==> src/rtl/agc_loop_param.sv <==
// agc_loop_param: single-clock AGC with block-averaged envelope, attack/decay gain update, lock flag and output scaling
module agc_loop_param #(
  parameter int DW = 12,
  parameter int DECIM = 8,
  parameter int GW = 16,
  parameter int FRAC = 12,
  parameter int GAIN_INIT = 4096,
  parameter int GAIN_MIN = 1,
  parameter int ATTACK_SH = 2,
  parameter int DECAY_SH = 4,
  parameter int LOCK_TOL = 16,
  parameter int LOCK_CNT = 4
) (
  input  logic clk,
  input  logic rst,
  input  logic in_valid,
  input  logic [DW-1:0] sample_i,
  input  logic [DW-1:0] sample_q,
  input  logic [DW-1:0] threshold,
  input  logic freeze,
  input  logic gain_load,
  input  logic [GW-1:0] gain_load_val,
  output logic out_valid,
  output logic [DW-1:0] out_i,
  output logic [DW-1:0] out_q,
  output logic [GW-1:0] gain_out,
  output logic gain_valid,
  output logic locked
);
  localparam int LD = $clog2(DECIM);
  localparam int AW = DW + 1 + LD;
  localparam int LKW = $clog2(LOCK_CNT + 1);
  localparam logic [LKW-1:0] LK_FULL = LKW'(LOCK_CNT);
  localparam logic signed [DW+1:0] TOL = (DW+2)'(LOCK_TOL);
  localparam logic signed [GW+1:0] G_MIN = (GW+2)'(GAIN_MIN);
  localparam logic signed [GW+1:0] G_MAX = {2'b00, {GW{1'b1}}};
  localparam logic signed [DW+GW:0] S_MAX = (DW+GW+1)'(2**(DW-1) - 1);
  localparam logic signed [DW+GW:0] S_MIN = (DW+GW+1)'(-(2**(DW-1)));
  typedef enum logic {ACCUM, UPDATE} state_t;
  function automatic logic [DW:0] mag(input logic [DW-1:0] x);
    logic signed [DW:0] e;
    e = $signed({x[DW-1], x});
    return e[DW] ? $unsigned(-e) : $unsigned(e);
  endfunction
  function automatic logic [DW-1:0] scale(input logic [DW-1:0] x, input logic [GW-1:0] g);
    logic signed [DW+GW:0] xs, gs, p;
    xs = (DW+GW+1)'($signed(x));
    gs = (DW+GW+1)'($signed({1'b0, g}));
    p = (xs * gs) >>> FRAC;
    return p > S_MAX ? {1'b0, {(DW-1){1'b1}}} : p < S_MIN ? {1'b1, {(DW-1){1'b0}}} : p[DW-1:0];
  endfunction
  state_t state_q, state_d;
  logic [AW-1:0] acc_q, acc_d, tot;
  logic [LD-1:0] cnt_q, cnt_d;
  logic [DW:0] avg_q, avg_d, mi, mq, env;
  logic [GW-1:0] gain_q, gain_d, gnew, load_val;
  logic [LKW-1:0] lock_cnt_q, lock_cnt_d, lock_nxt;
  logic locked_q, locked_d, gain_valid_q, gain_valid_d, out_valid_q, out_valid_d;
  logic [DW-1:0] out_i_q, out_i_d, out_q_q, out_q_d;
  logic signed [DW+1:0] err, mag_err;
  logic signed [GW+1:0] step, gsum;
  logic wrap, upd;
  always_comb begin
    mi = mag(sample_i);
    mq = mag(sample_q);
    env = (mi > mq ? mi : mq) + ((mi > mq ? mq : mi) >> 1);
    tot = acc_q + AW'(env);
    wrap = in_valid && cnt_q == LD'(DECIM - 1);
    err = $signed({2'b00, threshold}) - $signed({1'b0, avg_q});
    mag_err = err[DW+1] ? -err : err;
    step = err[DW+1] ? (GW+2)'(err >>> ATTACK_SH) : (GW+2)'(err >>> DECAY_SH);
    gsum = $signed({2'b00, gain_q}) + step;
    gnew = gsum < G_MIN ? G_MIN[GW-1:0] : gsum > G_MAX ? G_MAX[GW-1:0] : gsum[GW-1:0];
    load_val = gain_load_val < GW'(GAIN_MIN) ? GW'(GAIN_MIN) : gain_load_val;
    upd = state_q == UPDATE && !freeze;
    lock_nxt = !upd ? lock_cnt_q : mag_err > TOL ? '0 : lock_cnt_q == LK_FULL ? lock_cnt_q : lock_cnt_q + LKW'(1);
    state_d = gain_load || !wrap ? ACCUM : UPDATE;
    acc_d = gain_load || wrap ? '0 : in_valid ? tot : acc_q;
    cnt_d = gain_load ? '0 : in_valid ? cnt_q + LD'(1) : cnt_q;
    avg_d = wrap ? tot[AW-1:LD] : avg_q;
    gain_d = gain_load ? load_val : upd ? gnew : gain_q;
    lock_cnt_d = gain_load ? '0 : lock_nxt;
    locked_d = lock_cnt_d == LK_FULL;
    gain_valid_d = !gain_load && state_q == UPDATE;
    out_valid_d = in_valid;
    out_i_d = in_valid ? scale(sample_i, gain_q) : out_i_q;
    out_q_d = in_valid ? scale(sample_q, gain_q) : out_q_q;
  end
  always_ff @(posedge clk or posedge rst) begin
    if (rst) begin
      state_q <= ACCUM;
      acc_q <= '0;
      cnt_q <= '0;
      avg_q <= '0;
      gain_q <= GW'(GAIN_INIT);
      lock_cnt_q <= '0;
      locked_q <= 1'b0;
      gain_valid_q <= 1'b0;
      out_valid_q <= 1'b0;
      out_i_q <= '0;
      out_q_q <= '0;
    end else begin
      state_q <= state_d;
      acc_q <= acc_d;
      cnt_q <= cnt_d;
      avg_q <= avg_d;
      gain_q <= gain_d;
      lock_cnt_q <= lock_cnt_d;
      locked_q <= locked_d;
      gain_valid_q <= gain_valid_d;
      out_valid_q <= out_valid_d;
      out_i_q <= out_i_d;
      out_q_q <= out_q_d;
    end
  end
  assign out_valid = out_valid_q;
  assign out_i = out_i_q;
  assign out_q = out_q_q;
  assign gain_out = gain_q;
  assign gain_valid = gain_valid_q;
  assign locked = locked_q;
endmodule

==> config.mk <==
export PLATFORM = sky130hd
export DESIGN_NAME = agc_loop_param
export DESIGN_NICKNAME = d
export VERILOG_FILES = /design/src/rtl/agc_loop_param.sv
export SDC_FILE = /design/constraint.sdc
export NUM_CORES = 1
export LEC_CHECK = 0
export ABC_AREA = 0
export BUFFER_PORTS_ARGS = -buffer_cell sky130_fd_sc_hd__buf_2
export CAP_MARGIN = 20
export CORE_AREA = 2 2 200 202
export CTS_BUF_LIST = sky130_fd_sc_hd__clkbuf_8 sky130_fd_sc_hd__clkbuf_16
export DETAILED_ROUTE_END_ITERATION = 10
export DIE_AREA = 0 0 202 204
export GPL_TIMING_DRIVEN = 0
export PLACE_DENSITY = 0.67
export SLEW_MARGIN = 5
export SYNTH_ARGS = -nofsm -noshare
export SYNTH_HDL_FRONTEND = slang
export SYNTH_SLANG_ARGS = --single-unit
==> constraint.sdc <==
create_clock -name clk -period 9.5 [get_ports clk]
set_input_delay 0 -clock clk [delete_from_list [all_inputs] [get_ports clk]]
set_output_delay 0 -clock clk [all_outputs]
set_load 0.02 [all_outputs]
==> impl_metrics.tcl, run 1 <==
set metrics [dict create \
    status "completed" \
    die_y_um 204 \
    ctsResizeCount 0 \
    antenna_found_initial 1 \
    max_freq_ghz 0.123 \
    ys_ff_latch 79 \
    avgRoutedWirePerCell_um 17.8 \
    worst_r2r_endpoint "out_q[0]" \
    grt_max_degree 66 \
    wl_mm 52.8 \
    report.final.slew_viol_count 0 \
    wl_met3_mm 3.66 \
    postCtsSetupBuffers 0 \
    synth.cell_area_um2 19400 \
    top_layer "met5" \
    yosysSeqAreaShare_pct 10.2 \
    setup_viol 0 \
    root_buffer "clkbuf_16" \
    cp-end-kind "flop" \
    initial_core_util_pct 49.4 \
    cp.required_ps 9760 \
    die_w_um 202 \
    synth-edff-count 0 \
    finalHoldViolations 0 \
    grt_usage_pct 26.8 \
    synthTopCellsByArea "fa_1, ha_1, dfrtp_1" \
    multi_input_area_um2 15300 \
    vias 16100 \
    dp_hpwl_mm 43.4 \
    synth.distinct_cells 79 \
    synthCells 2325 \
    ant_nets 0 \
    area_growth_pct 8.00 \
    grt_pass1_vias 16900 \
    finalCritPeriodShare_pct 85.9 \
    final_nets 3007 \
    port_buffers 83 \
    place_congestion 0.930 \
    seq_area_um2 1980 \
    worstSetupStartpointType "primary input" \
    wl_met1_mm 21.6 \
    synth_flop_cell "dfrtp_1" \
    diodes 0 \
    fillers 3744 \
    layout-drive-gt1-share_pct 5.42 \
    path_clk_slew_ps 60 \
    clk_path_buf_depth 2 \
    yosysMostFrequentCell "inv_1" \
    cpPeakStageDelay_ps 640 \
    synth_area_leader_cell "fa_1" \
    worst_path_most_repeated_cell "o21ai_0" \
    max_slew.worst_pin.slew_ps 825 \
    die-area_um2 41200 \
    crit_slowest_cell "clkbuf_1" \
    crit_type "primary input to flop" \
    reg2regPathDepth 23 \
    core_um2 39200 \
    period_minus_slack_ps 8160 \
    overflow 0 \
    vias_per_cell 5.44 \
    cp_data_arrival_time_ps 8410 \
    hold_buffers 11 \
    htree_levels 3 \
    synthTopCellsByCount "inv_1, nand2_1, fa_1" \
    maxCapViolCount 0 \
    cts_sinks 79 \
    yosysWarnings 0 \
    fin_skew_ps 12.9 \
    tritoncts "done" \
    rsz0062_at_grt "false" \
    row_count 73 \
    setup_tns_ps 0 \
    wl_met2_mm 25.2 \
    synth_area_per_cell_um2 8.33 \
    clock_latency_ps 370 \
    grt_pass1_wl_mm 86.5 \
    critPathMaxFanout 10 \
    io_pins 100 \
    yosysTopAreaCellShare_pct 29.2 \
    setup.worst_path.end "acc_q[15]" \
    r2r_start "gain_out[2]" \
    dr.pass1.iters 7 \
    min_path_type "primary input to flop" \
    synthArstFlopShare_pct 100 \
    crit_start "sample_q[1]" \
    r2r_slack_ps 1560 \
    slew_headroom_pct 44.7 \
    drt_iter0_markers 1073 \
    drc 0 \
    cts_buffers 9 \
]
[logic make-up (layout without fill, tap and decap cells)]
logic type / Yosys count / after routing / synth area share, %
and+or+nand+nor: 723 / 723 / 17.5
buffers and inverters: 543 / 654 / 10.5
adders and majority gates: 518 / 518 / 44.4
AOI/OAI and AO/OA: 325 / 325 / 10.8
xor gates and xnor gates: 92 / 92 / 4.16
DFF: 79 / 79 / 10.2
muxes: 43 / 43 / 2.31
other: 2 / 3 / 0.0388
[final cells by class]
class | instances | area share (%)
multi-input combinational | 1704 | 73.4
inverter | 440 | 7.91
clock buffer | 11 | 1.21
tap | 525 | 3.14
sequential | 79 | 9.46
timing repair buffer | 95 | 2.65
buffer | 103 | 1.87
clock inverter | 5 | 0.383
[worst max-delay path: cells and delay by family]
family                   cells  cell delay [ps]
XOR/XNOR                     2              590
AO/OA/AOI/OAI               15             3550
buffers and inverters        4             1120
multiplexers                 1              290
adder cells (fa/ha/maj)      5             1480
AND/OR/NAND/NOR              9             1370
[per-stage QoR]
step | area (um2) | worst slack [ps] | util (%) | hold WS, ps | cells
final | 20900 | 1340 | 53.4 | 14.2 | 2962
after global routing | 20900 | 551 | 53.4 | 49.5 | 2962
after CTS | 20900 | 1500 | 53.4 | 2.27 | 2962
after detailed placement | 20500 | 1230 | 52.2 | -42.7 | 2935
after global placement | 20400 | 1430 | 52.2 | 122 | 2934
after floorplan | 19400 | 2660 | - | 31.4 | 2326
[placed cells by master (no fill, tap or decap), types with 4 or more instances in the layout]
cell           synthesis  layout
a211oi_1               8       8
a21boi_0               8       8
a21o_1                25      25
a21oi_1               92      92
a22o_1                14      14
a22oi_1                4       4
a31oi_1                9       9
and2_1               127     127
and3_1                 8       8
buf_1                  9       9
buf_2                  3      86
clkbuf_1              91      91
clkbuf_16              0       9
dfrtp_1               78      78
dlygate4sd3_1          0      11
fa_1                 282     282
ha_1                 236     236
inv_1                439     439
mux2_2                14      14
mux2i_1               29      29
nand2_1              323     323
nand2b_1              27      27
nand3_1               24      24
nand4_1                5       5
nand4b_1               4       4
nor2_1               131     131
nor2b_1               18      18
nor3_1                16      16
nor4_1                 8       8
o211ai_1               6       6
o21a_1                15      15
o21ai_0               80      80
o21ai_1                7       7
o21bai_1               4       4
o31ai_1               13      13
or3_1                 12      12
xnor2_1               55      55
xor2_1                37      37
[flip-flops by register name, summed over array words and instances (netlist names)]
register,cells
acc_q,16
gain_out,16
avg_q,13
out_i,12
out_q,12
cnt_q,3
lock_cnt_q,3
gain_valid,1
locked,1
out_valid,1
state_q,1
[worst min path at each step]
| stage | from | endpoint | slack, ps | depth (start not counted) |
|---|---|---|---|---|
| after floorplan | in_valid | out_valid | 30 | 0 |
| after global placement | in_valid | out_valid | 120 | 1 |
| after detailed placement | rst | out_valid | -40 | 2 |
| after CTS | gain_load_val[9] | gain_out[9] | 2 | 3 |
| after global routing | gain_load_val[1] | gain_out[1] | 50 | 3 |
| final | gain_load_val[9] | gain_out[9] | 10 | 3 |
[layer usage]
metal,track usage [%],vias to the layer above
li1,-,7549
met1,33.5,7928
met2,45.3,528
met3,5.13,110
met4,12.2,2
met5,0,-
Power of run 1 is not shown: default switching activity piles up to over one toggle a cycle in this logic, so the estimate is an artifact.
==> inputs of run 2 (changes only) <==
Settings changed: CORE_AREA 2 2 200 202 to 2 2 183 185, DIE_AREA 0 0 202 204 to 0 0 185 187, GPL_TIMING_DRIVEN 0 to default, PLACE_DENSITY 0.67 to 0.78.
==> run 2 against run 1 <==
  * Cell count fell by 5.0%
  * Global-route usage up 1.8 points
  * Maximum frequency up 8.7%
  * First-iteration DRC count fell by 11%
  * Register-to-register slack better by 500 ps
  * Wire length decreased by 11%
  * Count of clock-buffer cells in the layout is 1 lower
  * Die area is 16% lower
  * Via count down 0.71%
  * Critical endpoint is now avg_q[12]
  * Largest cell class unchanged
==> impl_metrics.tcl, run 2 (same netlist as run 1, synthesis figures left out) <==
set metrics [dict create \
    report.final.slew_viol_count 0 \
    cts_sinks 79 \
    max_slew.worst_pin.slew_ps 1020 \
    fin_util_pct 62.6 \
    maxCapViolCount 0 \
    final_cells 2814 \
    drc 0 \
    crit_type "primary input to flop" \
    crit_slowest_cell "a31oi_4" \
    fin_skew_ps 15.8 \
    wl_mm 46.9 \
    cp-end-kind "flop" \
    avgRoutedWirePerCell_um 16.7 \
    finalCritPeriodShare_pct 79.0 \
    dr.pass1.iters 5 \
    grt_pass1_wl_mm 80.0 \
    final_cell_mix "inv_1, nand2_1, fa_1" \
    clk_path_buf_depth 2 \
    path_clk_slew_ps 60 \
    ant_nets 0 \
    overflow 0 \
    cts_buffers 9 \
    max_freq_ghz 0.133 \
    initial_core_util_pct 58.9 \
    rsz0062_at_grt "false" \
    cp.required_ps 9700 \
    io_pins 100 \
    grt_max_degree 67 \
    area_growth_pct 6.20 \
    layout-drive-gt1-share_pct 7.06 \
    port_buffers 99 \
    critPathMaxFanout 25 \
    core_um2 32900 \
    crit_buf_inv 3 \
    die-area_um2 34600 \
    use_met3_pct 3.21 \
    worst_path_most_repeated_cell "o21ai_0" \
    drt_iter0_markers 955 \
    grt.busiest_layer "met2" \
    final_common_cell "inv_1" \
    finalHoldViolations 0 \
    cp_top_family "compound AO/OA/AOI/OAI gates" \
    min_path_type "primary input to flop" \
    htree_levels 3 \
    tritoncts "done" \
    die_y_um 187 \
    antenna_found_initial 0 \
    setup_tns_ps 0 \
    slew_headroom_pct 32.2 \
    period_minus_slack_ps 7500 \
    diodes 0 \
    place_congestion 0.926 \
    clock_latency_ps 370 \
    whs_ps 48.4 \
    root_buffer "clkbuf_16" \
    setup_viol 0 \
    grt_use_met2_pct 51.5 \
    grt_pass1_vias 17000 \
    vias_per_cell 5.69 \
    ctsResizeCount 0 \
    fillers 2864 \
    cpPeakStageDelay_ps 810 \
    die_w_um 185 \
    dp_hpwl_mm 37.2 \
    dp.cells 2788 \
    vias 16000 \
    grt_usage_pct 28.7 \
    row_count 67 \
    status "completed" \
    cp_data_arrival_time_ps 7700 \
    worstSetupStartpointType "primary input" \
    final_nets 2936 \
    groute.layer.met1.usage_pct 35.1 \
]
==> run 2: changes by cell type in the layout (fill, tap and decap cells not counted), sizes merged <==
cell	previous run	this run
bufinv	2	0
buf	96	120
clkinvlp	1	3
clkinv	0	1
dlygate4sd3	11	7
clkbuf	102	10
==> run 2: worst paths after layout <==
check	start	endpoint	slack, ps	cells past startpoint
min reg2reg	avg_q[11]	avg_q[11]	490	2
max reg2reg	gain_out[3]	out_q[4]	2060	21
min	gain_load_val[11]	gain_out[11]	50	3
max in group asynchronous	rst	out_i[5]	8240	4
max	sample_q[0]	avg_q[12]	2000	34
min in group asynchronous	rst	out_valid	100	3
==> run 2: worst reg2reg max path, stage by stage, from the launching register on <==
cell and delay (ps):
dfrtp_1 700, buf_4 370, nand2_1 110, fa_1 450, fa_1 560, inv_1 50, fa_1 460, fa_1 540
inv_1 50, fa_1 520, inv_1 50, ha_1 320, a2111o_1 390, o31ai_1 470, o21bai_1 170, a41o_1 310
a221o_1 350, a211oi_1 290, xor2_1 220, nand3_1 90, o21ai_1 640, a21oi_1 160
==> run 2: timing repair <==
| item | CTS | global route |
|---|---|---|
| endpoints found under the hold margin | 19 | 0 |
| setup buffers | 0 | 0 |
| hold buffers | 7 | 0 |
==> run 2: area by class of cell <==
| class | instances | area, um2 | share of cell area (%) |
|---|---|---|---|
| well taps | 448 | 561 | 2.73 |
| inverters | 440 | 1650 | 8.04 |
| repair buffers | 127 | 721 | 3.51 |
| multi-input cells | 1704 | 15400 | 74.7 |
| flip-flops and latches | 79 | 1980 | 9.62 |
| clock inverters | 6 | 51.3 | 0.250 |
| clock buffers | 10 | 239 | 1.16 |
==> run 2: through the flow <==
step | area [um2] | worst slack (ps)
CTS | 20500 | 1860
floorplan | 19400 | 2660
global placement | 20200 | 2070
global route | 20600 | 1340
detailed placement | 20200 | 1820
finish | 20600 | 2000
==> run 2: per-layer routing <==
layer | wire, um | vias to the layer above
met5 | 0 | -
met3 | 3040 | 106
met4 | 1670 | 0
met1 | 18500 | 7946
li1 | - | 7395
met2 | 23700 | 556
Power of run 2 is left out for the same reason.
